**config.mk**
```make
export PLATFORM = sky130hd
export DESIGN_NAME = logical_arbiter
export DESIGN_NICKNAME = d
export VERILOG_FILES = /design/src/rtl/logical_pkg.sv /design/src/rtl/rr_arbiter.sv /design/src/rtl/logical_arbiter.sv
export SDC_FILE = /design/constraint.sdc
export NUM_CORES = 1
export LEC_CHECK = 0
export ABC_CLOCK_PERIOD_IN_PS = 2900
export CAP_MARGIN = 40
export CORE_AREA = 2 2 214 216
export CTS_BUF_LIST = sky130_fd_sc_hd__clkbuf_8 sky130_fd_sc_hd__clkbuf_16
export DETAILED_ROUTE_END_ITERATION = 12
export DIE_AREA = 0 0 216 218
export PLACE_DENSITY = 0.54
export SYNTH_ARGS = -nofsm -noshare
export SYNTH_HDL_FRONTEND = slang
export SYNTH_SLANG_ARGS = --single-unit
```
**constraint.sdc**
```tcl
create_clock -name clk -period 2.9 [get_ports clk]
set_input_delay 0.29 -clock clk [delete_from_list [all_inputs] [get_ports clk]]
set_output_delay 0.29 -clock clk [all_outputs]
set_load 0.02 [all_outputs]
```
**src/rtl/logical_pkg.sv**
```systemverilog
// Encodings shared by the logical arbiter and logical_unit: opcodes, precision, shift direction, status bits.
// Also holds the packed record that the arbiter registers into the unit's input stage.
package logical_pkg;

   localparam logic [3:0] OP_AND         = 4'd0;
   localparam logic [3:0] OP_OR          = 4'd1;
   localparam logic [3:0] OP_XOR         = 4'd2;
   localparam logic [3:0] OP_NOT         = 4'd3;
   localparam logic [3:0] OP_PASS        = 4'd4;
   localparam logic [3:0] OP_SEL_GT      = 4'd5;
   localparam logic [3:0] OP_SEL_EQ      = 4'd6;
   localparam logic [3:0] OP_SEL_LS      = 4'd7;
   localparam logic [3:0] OP_SHIFT       = 4'd8;
   localparam logic [3:0] OP_ARITH_SHIFT = 4'd9;
   localparam logic [3:0] OP_ROT_SHIFT   = 4'd10;

   localparam logic PREC_16   = 1'b0;
   localparam logic PREC_32   = 1'b1;
   localparam logic DIR_LEFT  = 1'b0;
   localparam logic DIR_RIGHT = 1'b1;

   localparam int ST_GT = 2;
   localparam int ST_EQ = 1;
   localparam int ST_LS = 0;

   localparam int LU_DW = 32;

   typedef struct packed {
      logic [3:0]       op;
      logic             prec;
      logic             dir;
      logic [LU_DW-1:0] src0;
      logic [LU_DW-1:0] src1;
      logic [2:0]       status;
   } lu_req_t;

endpackage

```
**src/rtl/rr_arbiter.sv**
```systemverilog
// Combinational round-robin pick over elig_i, searching upward from last_i+1 (mod NUM_REQ).
// Zero latency; no state, so any backpressure is expressed by the caller through elig_i.
module rr_arbiter #(
   parameter int NUM_REQ = 4
) (
   input  logic [NUM_REQ-1:0]         elig_i,
   input  logic [$clog2(NUM_REQ)-1:0] last_i,
   output logic [NUM_REQ-1:0]         gnt_o,
   output logic [$clog2(NUM_REQ)-1:0] idx_o,
   output logic                       vld_o
);

   localparam int IW = $clog2(NUM_REQ);
   localparam int PW = IW + 1;

   logic [PW-1:0] pos;

   // Walk from the farthest candidate to the nearest so the closest eligible one overrides.
   always_comb begin
      gnt_o = '0;
      idx_o = '0;
      pos   = '0;
      for (int k = NUM_REQ; k >= 1; k--) begin
         pos = {1'b0, last_i} + PW'(k);
         if (pos >= PW'(NUM_REQ)) begin
            pos = pos - PW'(NUM_REQ);
         end
         if (elig_i[pos[IW-1:0]]) begin
            gnt_o                = '0;
            gnt_o[pos[IW-1:0]]   = 1'b1;
            idx_o                = pos[IW-1:0];
         end
      end
   end

   assign vld_o = |elig_i;

endmodule

```
**src/rtl/logical_arbiter.sv**
```systemverilog
// Shares one logical_unit among NUM_REQ requesters: grant same cycle, lu_* next cycle, result slot valid 3 cycles after grant.
// A requester with an unaccepted result slot is not granted again, so slots never overflow and resp_* holds until accepted.
module logical_arbiter
   import logical_pkg::*;
#(
   parameter int NUM_REQ = 4,
   parameter int DW      = 32
) (
   input  logic                  clk,
   input  logic                  rst_n,
   input  logic [NUM_REQ-1:0]    req_vld_i,
   output logic [NUM_REQ-1:0]    req_rdy_o,
   input  logic [4*NUM_REQ-1:0]  req_op_i,
   input  logic [NUM_REQ-1:0]    req_prec_i,
   input  logic [NUM_REQ-1:0]    req_dir_i,
   input  logic [DW*NUM_REQ-1:0] req_src0_i,
   input  logic [DW*NUM_REQ-1:0] req_src1_i,
   input  logic [3*NUM_REQ-1:0]  req_status_i,
   output logic [NUM_REQ-1:0]    resp_vld_o,
   input  logic [NUM_REQ-1:0]    resp_rdy_i,
   output logic [DW*NUM_REQ-1:0] resp_data_o,
   output logic                  lu_vld_o,
   output logic [3:0]            lu_op_o,
   output logic                  lu_prec_o,
   output logic                  lu_dir_o,
   output logic [DW-1:0]         lu_src0_o,
   output logic [DW-1:0]         lu_src1_o,
   output logic [2:0]            lu_status_o,
   input  logic                  lu_done_i,
   input  logic [DW-1:0]         lu_dst_i,
   output logic                  err_o
);

   localparam int IW = $clog2(NUM_REQ);

   logic [NUM_REQ-1:0] busy_q, busy_d;
   logic [NUM_REQ-1:0] resp_vld_q, resp_vld_d;
   logic [NUM_REQ-1:0] elig, gnt, resp_hs, cap_vec;
   logic [IW-1:0]      last_q, gnt_idx, tag1_q, tag2_q;
   logic               gnt_vld, lu_vld_q, vld2_q, err_q, cap;
   lu_req_t            lu_q, sel_req;
   logic [DW-1:0]      slot_q [NUM_REQ];

   // Gated by rst_n so no grant is visible while the block is held in reset.
   assign elig = req_vld_i & ~busy_q & {NUM_REQ{rst_n}};

   rr_arbiter #(
      .NUM_REQ (NUM_REQ)
   ) u_rr (
      .elig_i (elig),
      .last_i (last_q),
      .gnt_o  (gnt),
      .idx_o  (gnt_idx),
      .vld_o  (gnt_vld)
   );

   assign req_rdy_o = gnt;

   always_comb begin
      sel_req        = '0;
      sel_req.op     = req_op_i[4*int'(gnt_idx) +: 4];
      sel_req.prec   = req_prec_i[gnt_idx];
      sel_req.dir    = req_dir_i[gnt_idx];
      sel_req.src0   = req_src0_i[DW*int'(gnt_idx) +: DW];
      sel_req.src1   = req_src1_i[DW*int'(gnt_idx) +: DW];
      sel_req.status = req_status_i[3*int'(gnt_idx) +: 3];
   end

   // A done without a matching op in S2 only raises err_o; it never touches a slot.
   assign cap        = vld2_q & lu_done_i;
   assign cap_vec    = cap ? (NUM_REQ'(1) << tag2_q) : '0;
   assign resp_hs    = resp_vld_q & resp_rdy_i;
   assign busy_d     = (busy_q | gnt) & ~resp_hs;
   assign resp_vld_d = (resp_vld_q & ~resp_rdy_i) | cap_vec;

   always_ff @(posedge clk or negedge rst_n) begin
      if (!rst_n) begin
         busy_q     <= '0;
         last_q     <= IW'(NUM_REQ-1);
         lu_vld_q   <= 1'b0;
         lu_q       <= '0;
         tag1_q     <= '0;
         vld2_q     <= 1'b0;
         tag2_q     <= '0;
         resp_vld_q <= '0;
         err_q      <= 1'b0;
         for (int i = 0; i < NUM_REQ; i++) begin
            slot_q[i] <= '0;
         end
      end else begin
         busy_q     <= busy_d;
         resp_vld_q <= resp_vld_d;
         lu_vld_q   <= gnt_vld;
         vld2_q     <= lu_vld_q;
         tag2_q     <= tag1_q;
         if (gnt_vld) begin
            lu_q   <= sel_req;
            tag1_q <= gnt_idx;
            last_q <= gnt_idx;
         end
         if (cap) begin
            slot_q[tag2_q] <= lu_dst_i;
         end
         if (lu_done_i != vld2_q) begin
            err_q <= 1'b1;
         end
      end
   end

   always_comb begin
      resp_data_o = '0;
      for (int i = 0; i < NUM_REQ; i++) begin
         resp_data_o[DW*i +: DW] = slot_q[i];
      end
   end

   assign resp_vld_o  = resp_vld_q;
   assign lu_vld_o    = lu_vld_q;
   assign lu_op_o     = lu_q.op;
   assign lu_prec_o   = lu_q.prec;
   assign lu_dir_o    = lu_q.dir;
   assign lu_src0_o   = lu_q.src0;
   assign lu_src1_o   = lu_q.src1;
   assign lu_status_o = lu_q.status;
   assign err_o       = err_q;

endmodule

```
==> flow_summary_export.csv <==
group,metric,value,unit
outcome,outcome,"finished, violations left",
outcome,failed_checks,"setup timing",
drt,detail_route.iter0.violations,461,
placement,finalWeightedCongestion,0.835,
clocking,cts_h_tree_depth,1,
global_routing,grt_pass1_vias,10800,
setup_path,timing.critical_path.slowest_cell_delay,0.56,ns
clocking,clk_path_buf_depth,3,
setup_path,critical_path.startpoint_type,"register",
drt,post_drt_wl_per_cell,21.7,µm
placement,detailedPlace.worstSlack,-0.254,ns
global_routing,grt_pass1_wl,68.8,mm
drt,avgViaCountPerCell,4.77,
setup_path,critical_path_cell_count,10,
synth,yosys_register_bits,218,
synth,yosys_warnings,0,
layout,drive_above_1_share,19.0,%
synth,synth_top_area_cell,"sky130_fd_sc_hd__dfrtp_1",
synth,synth_ff_type,"sky130_fd_sc_hd__dfrtp_1",
clocking,cts_buffers,28,
clocking,clock_insertion_delay_worst_skew,0.56,ns
power_and_ir_drop,power.ir.vdd_worst,601,µV
floorplan,die_width,216,µm
synth,post_synth.cell_area_avg,11.2,µm²
setup_path,rr_endpoint,"lu_src0_o[2]",
sta,clock_skew,0.0180,ns
placement,port-buffer-count,545,
synth,yosys.area_share.adder,1.04,%
clocking,clk_pin_slew,0.06,ns
floorplan,top_level_ports,546,
synth,synth_mux_area_share,14.1,%
synth,netlist_area,10800,µm²
sta,finalHoldViolations,0,
drt,routed_vias,10400,
clocking,cts_sinks,218,
setup_path,criticalPathCategory,"register to output port",
global_routing,globalRoute.totalOverflow,0,
drt,drt.antenna.violating_nets,0,
global_routing,grt_max_degree,153,
sta,slew_headroom,40.3,%
drt,remaining_drc_errors,0,
clocking,clock-root-buffer,"sky130_fd_sc_hd__clkbuf_16",
synth,synthDistinctLibCells,48,
synth,synth-compound-area-share,16.4,%
floorplan,die_y,218,µm
synth,synth_top_cells_by_area,"sky130_fd_sc_hd__dfrtp_1 (50%), sky130_fd_sc_hd__mux2_2 (13%), sky130_fd_sc_hd__and2_1 (8.3%)",
setup_path,cell_family_with_most_cp_delay,"buffers and inverters",
floorplan,core.rowCount,78,
sta,finalMaxSlewViolations,0,
sta,setup_ws,-0.00949,ns
power_and_ir_drop,design_power_total,18.8,mW
setup_path,end_kind,"output port",
sta,fin_hold_ws,0.187,ns
setup_path,worstPathCellList,"buf_12 -> nor3b_1 -> buf_4 -> o41ai_4 -> buf_4 -> inv_1 -> nand3_1 -> a31oi_1 -> mux2_4 -> buf_6",
global_routing,global_route_total_usage_across_every_layer,19.1,%
global_routing,antenna_found_initial,4,
sta,timing_worst_slew_pin_value,0.896,ns
setup_path,path_max_fanout,10,
setup_path,cpMaxStageDelayCell,"sky130_fd_sc_hd__dfstp_2",
setup_path,critPathLaunch,"last_q[0]",
synth,syn_inst,967,
clocking,tritoncts_clock_tree,"built",
setup_path,arrival_time_at_the_worst_endpoint,2.62,ns
sta,rsz0062_at_grt,"yes",
setup_path,worstReg2RegStart,"last_q[0]",
sta,max_freq,0.344,GHz
min_path,hold_path_class,"input pin to asynchronous set/reset pin",
setup_path,cpMostUsedCell,"sky130_fd_sc_hd__buf_4",
floorplan,initial_utilization,24.2,%
layout,area_delta_synth_final,73.2,%
drt,detail_route.wirelength,47.2,mm
sta,finalSetupViolations,2,
synth,synth_edf_count,0,
synth,post-synth-top-area-fraction,49.8,%
sta,finalWorstPathRequiredPeriod,2.91,ns
flow_run,cap_viol_max_count,0,
setup_path,r2r_slack,0.07,ns
layout,fin_nets,1896,
setup_path,worst-r2r-cell-count,9,
synth,ys_async_rst_share,100,%
placement,place.detailed.hpwl,33.7,mm
power_and_ir_drop,pwr_density_cell,998,nW/µm²
synth,synth_fp_nets,1311,
synth,synth-seq-area-share,50.3,%
synth,synth_top_family_by_area,"compound AO/OA/AOI/OAI gates",
power_and_ir_drop,power.static_leakage,8.05,nW
floorplan,design.die.area,47100,µm²
synth,yosys.area_share.xor_xnor,0,%
setup_path,required,2.61,ns
synth,post_synth_and_or_nand_nor_area_fraction,14.6,%
setup_path,worst-path-buf-inv,5,
floorplan,fp.coreArea,44900,µm²
drt,drt_first_pass_iters,5,
sta,post-route-period-util,100,%
[cells in the mapped netlist (2+ instances only)]
cell type,instances
sky130_fd_sc_hd__a2bb2oi_1,4
sky130_fd_sc_hd__o21ai_2,2
sky130_fd_sc_hd__nand3b_1,2
sky130_fd_sc_hd__buf_2,8
sky130_fd_sc_hd__mux2i_1,5
sky130_fd_sc_hd__nor3_4,2
sky130_fd_sc_hd__nor2b_1,4
sky130_fd_sc_hd__o21ai_0,83
sky130_fd_sc_hd__inv_1,12
sky130_fd_sc_hd__a21oi_1,71
sky130_fd_sc_hd__a31oi_1,5
sky130_fd_sc_hd__or2_1,4
sky130_fd_sc_hd__ha_1,9
sky130_fd_sc_hd__a2111o_1,71
sky130_fd_sc_hd__nor3b_1,4
sky130_fd_sc_hd__dfrtp_1,216
sky130_fd_sc_hd__nand3_1,78
sky130_fd_sc_hd__dfstp_2,2
sky130_fd_sc_hd__and2_1,144
sky130_fd_sc_hd__buf_6,8
sky130_fd_sc_hd__and3b_1,3
sky130_fd_sc_hd__clkbuf_1,57
sky130_fd_sc_hd__a21o_1,2
sky130_fd_sc_hd__or2_2,2
sky130_fd_sc_hd__o221ai_1,2
sky130_fd_sc_hd__o21a_1,2
sky130_fd_sc_hd__nor2_1,8
sky130_fd_sc_hd__a221oi_1,2
sky130_fd_sc_hd__nand2_1,8
sky130_fd_sc_hd__mux2_2,129
[final cells by class]
class                   count  area, µm²
multi-input cells         663       5210
flip-flops and latches    218       5460
clock inverters            21        205
repair buffers            629       6390
diodes                      1       2.50
well taps                 600        751
inverters                  12       45.0
fillers                  4347      26100
clock buffers              30        728
[cells in the final DEF (no fill, tap or decap), types with 4 or more instances in the layout]
cell type,netlist,layout
sky130_fd_sc_hd__mux2_2,129,128
sky130_fd_sc_hd__o21ai_0,83,74
sky130_fd_sc_hd__a21oi_1,71,69
sky130_fd_sc_hd__ha_1,9,8
sky130_fd_sc_hd__buf_4,1,60
sky130_fd_sc_hd__o21ai_1,1,9
sky130_fd_sc_hd__a2bb2oi_1,4,4
sky130_fd_sc_hd__dfrtp_1,216,216
sky130_fd_sc_hd__clkinv_2,0,6
sky130_fd_sc_hd__buf_12,0,16
sky130_fd_sc_hd__nand3_2,0,4
sky130_fd_sc_hd__nor2_1,8,8
sky130_fd_sc_hd__nand3_1,78,73
sky130_fd_sc_hd__and2_1,144,141
sky130_fd_sc_hd__buf_6,8,5
sky130_fd_sc_hd__clkdlybuf4s50_1,0,540
sky130_fd_sc_hd__or2_1,4,4
sky130_fd_sc_hd__a2111o_1,71,71
sky130_fd_sc_hd__mux2i_1,5,4
sky130_fd_sc_hd__nand2_1,8,6
sky130_fd_sc_hd__clkbuf_16,0,30
sky130_fd_sc_hd__inv_1,12,19
sky130_fd_sc_hd__nor2b_1,4,4
[metrics by stage]
stage | TNS [ns] | instance area (µm²) | utilization, % | std cells
after global routing | -3.74 | 18800 | 41.9 | 2173
after floorplan | 0 | 10900 | - | 967
final | -0.0125 | 18800 | 41.9 | 2174
after global placement | -10.45 | 17500 | 39.0 | 2108
after CTS | -0.0475 | 18600 | 41.3 | 2168
after detailed placement | -13.79 | 17500 | 39.0 | 2108
[timing repair]
action                     4_1_cts  5_1_grt
buffers inserted                 5        3
setup endpoints to repair       64       74
gates resized for setup         30       41
hold endpoints to repair        47        0
hold buffers                     3        0
gates cloned                     1        2
pin swaps                        3       12
[how the worst max path moves through the flow]
stage	endpoint	slack, ns
3_5_place_dp	req_rdy_o[0]	-0.25
6_report	req_rdy_o[2]	-0.009
3_3_place_gp	req_rdy_o[1]	-0.18
4_1_cts	req_rdy_o[2]	-0.03
5_1_grt	req_rdy_o[1]	-0.13
2_1_floorplan	lu_dir_o	0.009
[registers in the layout, summed over array words and instances, names as in the netlist]
| name | cells |
|---|---|
| tag1_q | 2 |
| last_q | 2 |
| err_o | 1 |
| lu_src1_o | 32 |
| lu_dir_o | 1 |
| lu_prec_o | 1 |
| lu_src0_o | 32 |
| tag2_q | 2 |
| lu_status_o | 3 |
| lu_op_o | 4 |
| lu_vld_o | 1 |
| busy_q | 4 |
| resp_vld_o | 4 |
| resp_data_o | 128 |
| vld2_q | 1 |
[where the power goes]
part	internal [mW]	switching, mW	total (mW)
Clock	2.08	1.43	3.51
Combinational	5.16	4.83	9.98
Sequential	4.52	0.742	5.26
Total	11.8	7.00	18.8
[layer usage]
layer	wire [µm]	GRT usage (%)	part of all wire, %	vias to the layer above
met4	1670	7.28	3.5	4
met1	18800	22.7	40	5121
met3	3860	5.77	8.2	70
li1	-	-	-	4721
met2	22800	32.4	48	456
met5	27	0	0.057	-
[logic make-up (layout without fill, tap and decap cells)]
kind of cell / after synthesis / count (layout)
other cells: 0 / 1
buf+inv: 86 / 692
simple gates: 267 / 267
flops: 218 / 218
fa+ha+maj: 9 / 9
mux: 135 / 135
compound gates: 252 / 252
Note: power is estimated with default switching activity, not from simulation.
==> variant, RTL diff (config.mk and constraints unchanged) <==
Register the output `lu_status_o`, with the module's reset; this adds one clock of latency there. The other outputs are not delayed to match.
--- a/src/rtl/logical_arbiter.sv
+++ b/src/rtl/logical_arbiter.sv
@@ -123,3 +123,9 @@
    assign lu_src1_o   = lu_q.src1;
-   assign lu_status_o = lu_q.status;
+   always_ff @(posedge clk or negedge rst_n) begin
+      if (!rst_n) begin
+         lu_status_o <= '0;
+      end else begin
+         lu_status_o <= lu_q.status;
+      end
+   end
    assign err_o       = err_q;
Formal check against the unedited RTL: not equivalent (Yosys sat finds a counterexample within 4 cycles, from zero or initial values and one cycle with rst_n low).
==> variant against the unedited design <==
Sequential cell count rose by 3; routed wire length fell by 3.4%; fmax rose by 1.4%; design area fell by 1.5%; sequential share of layout area rose by 0.85 points; critical path depth fell by 2; setup slack improved by 41 ps; area after synthesis rose by 5.4%; hold slack improved by 140 ps; core utilization fell by 0.63 points; power fell by 1.2%.
==> variant: results (changes against the unedited design) <==
| Metric | Value |
|---|---|
| Outcome | finished clean |
| Post-synth top cells | dfrtp_1 (219), and2_1 (144), mux2_2 (129) |
| Synth cell types | 49 (+2.1%) |
| Post-DP Area | 17400 sq um (-0.41%) |
| CTS buffer count | 26 (-7.1%) |
| CP max FO | 11 (+1) |
| Layout cells sized above 1 | 17.3% (-1.7 points) |
| Filler Cells Inserted | 4372 (+0.58%) |
| Seq/Total Area, Yosys | 48.4% (-1.9 points) |
| Clock skew | 7.13 ps (-10.9 ps) |
| Mapped Cells | 1038 (+7.3%) |
| Hpwl dp | 32700 um (-3.0%) |
| Gr usage total | 18.4% (-0.74 points) |
| Nets@finish | 1871 (-1.3%) |
| Placer Congestion | 0.843 (+1.0%) |
| Pre-CTS setup slack | -228 ps (+26.5 ps) |
| Resized Gates After CTS | 28 (-6.7%) |
| Maximum VDD drop | 513 uV (-15%) |
| Critical path data arrival time | 2580 ps (-40 ps) |
| Clock latency on the worst-skew pair | 540 ps (-20 ps) |
| Critical path destination | req_rdy_o[0] |
| Reg2Reg Depth | 8 (-1) |
| Largest net degree at the start of global routing | 158 (+3.3%) |
| Worst path top cell family by delay | simple AND/OR/NAND/NOR gates |
| Lkg Pwr | 7.90 nW (-1.9%) |
| First-pass GRT wire length | 66100 um (-3.9%) |
| DR iter-0 viols | 538 (+17%) |
| Top cells by area, synth | dfrtp_1 (48%), mux2_2 (13%), and2_1 (7.9%) |
| Vias/cell | 4.75 (-0.50%) |
| Postcts setup bufs | 3 (-2) |
| Syn nets | 1382 (+5.4%) |
| Initial antenna violation count | 7 (+3) |
[variant: cell types whose count changed in the layout (fill, tap and decap cells not counted), moves of 3 or more]
cell	unedited run	this run
buf_4	60	42
diode_2	1	5
inv_1	19	15
clkbuf_8	2	6
clkbuf_16	30	27
o21ai_0	74	81
o21ai_1	9	3
dfrtp_1	216	219
[variant: power groups by stage]
stage               logic, W  registers [W]  clock network [W]
floorplan            0.00440        0.00637                  0
global placement     0.00965        0.00534                  0
detailed placement   0.00968        0.00538                  0
CTS                  0.00973        0.00535            0.00354
global route          0.0104        0.00553            0.00366
finish               0.00978        0.00534            0.00340
[variant: cell families after synthesis]
| family | count (synthesis) | synth area share [%] |
|---|---|---|
| compound gates | 252 | 15.5 |
| fa+ha+maj | 9 | 0.984 |
| buf+inv | 154 | 8.01 |
| flops | 221 | 48.4 |
| mux | 135 | 13.3 |
| simple gates | 267 | 13.8 |
[variant: area by class of cell]
type / count / area [sq um] / area share, %
Timing Repair Buffer: 603 / 6090 / 32.9
Sequential cell: 221 / 5530 / 29.9
Multi-Input combinational cell: 663 / 5190 / 28.0
Clock buffer: 33 / 758 / 4.10
Tap cell: 600 / 751 / 4.06
Clock inverter: 12 / 130 / 0.703
Inverter: 12 / 45.0 / 0.243
Antenna cell: 5 / 12.5 / 0.0676
[variant: worst register-to-register path: stages, from the launching register on]
cell and delay [ps]:
dfstp_2 570, buf_12 140, mux4_2 550, and4_4 260
nor3_4 260, nor3_4 90, buf_4 240, and2_1 210
a2111o_1 390
[variant: metal layers]
layer,up-vias,wire [um],global-route usage (%)
met3,71,3480,5.02
met4,4,1030,5.80
li1,4662,-,-
met5,-,28,0
met2,427,22500,31.9
met1,5037,18600,22.0
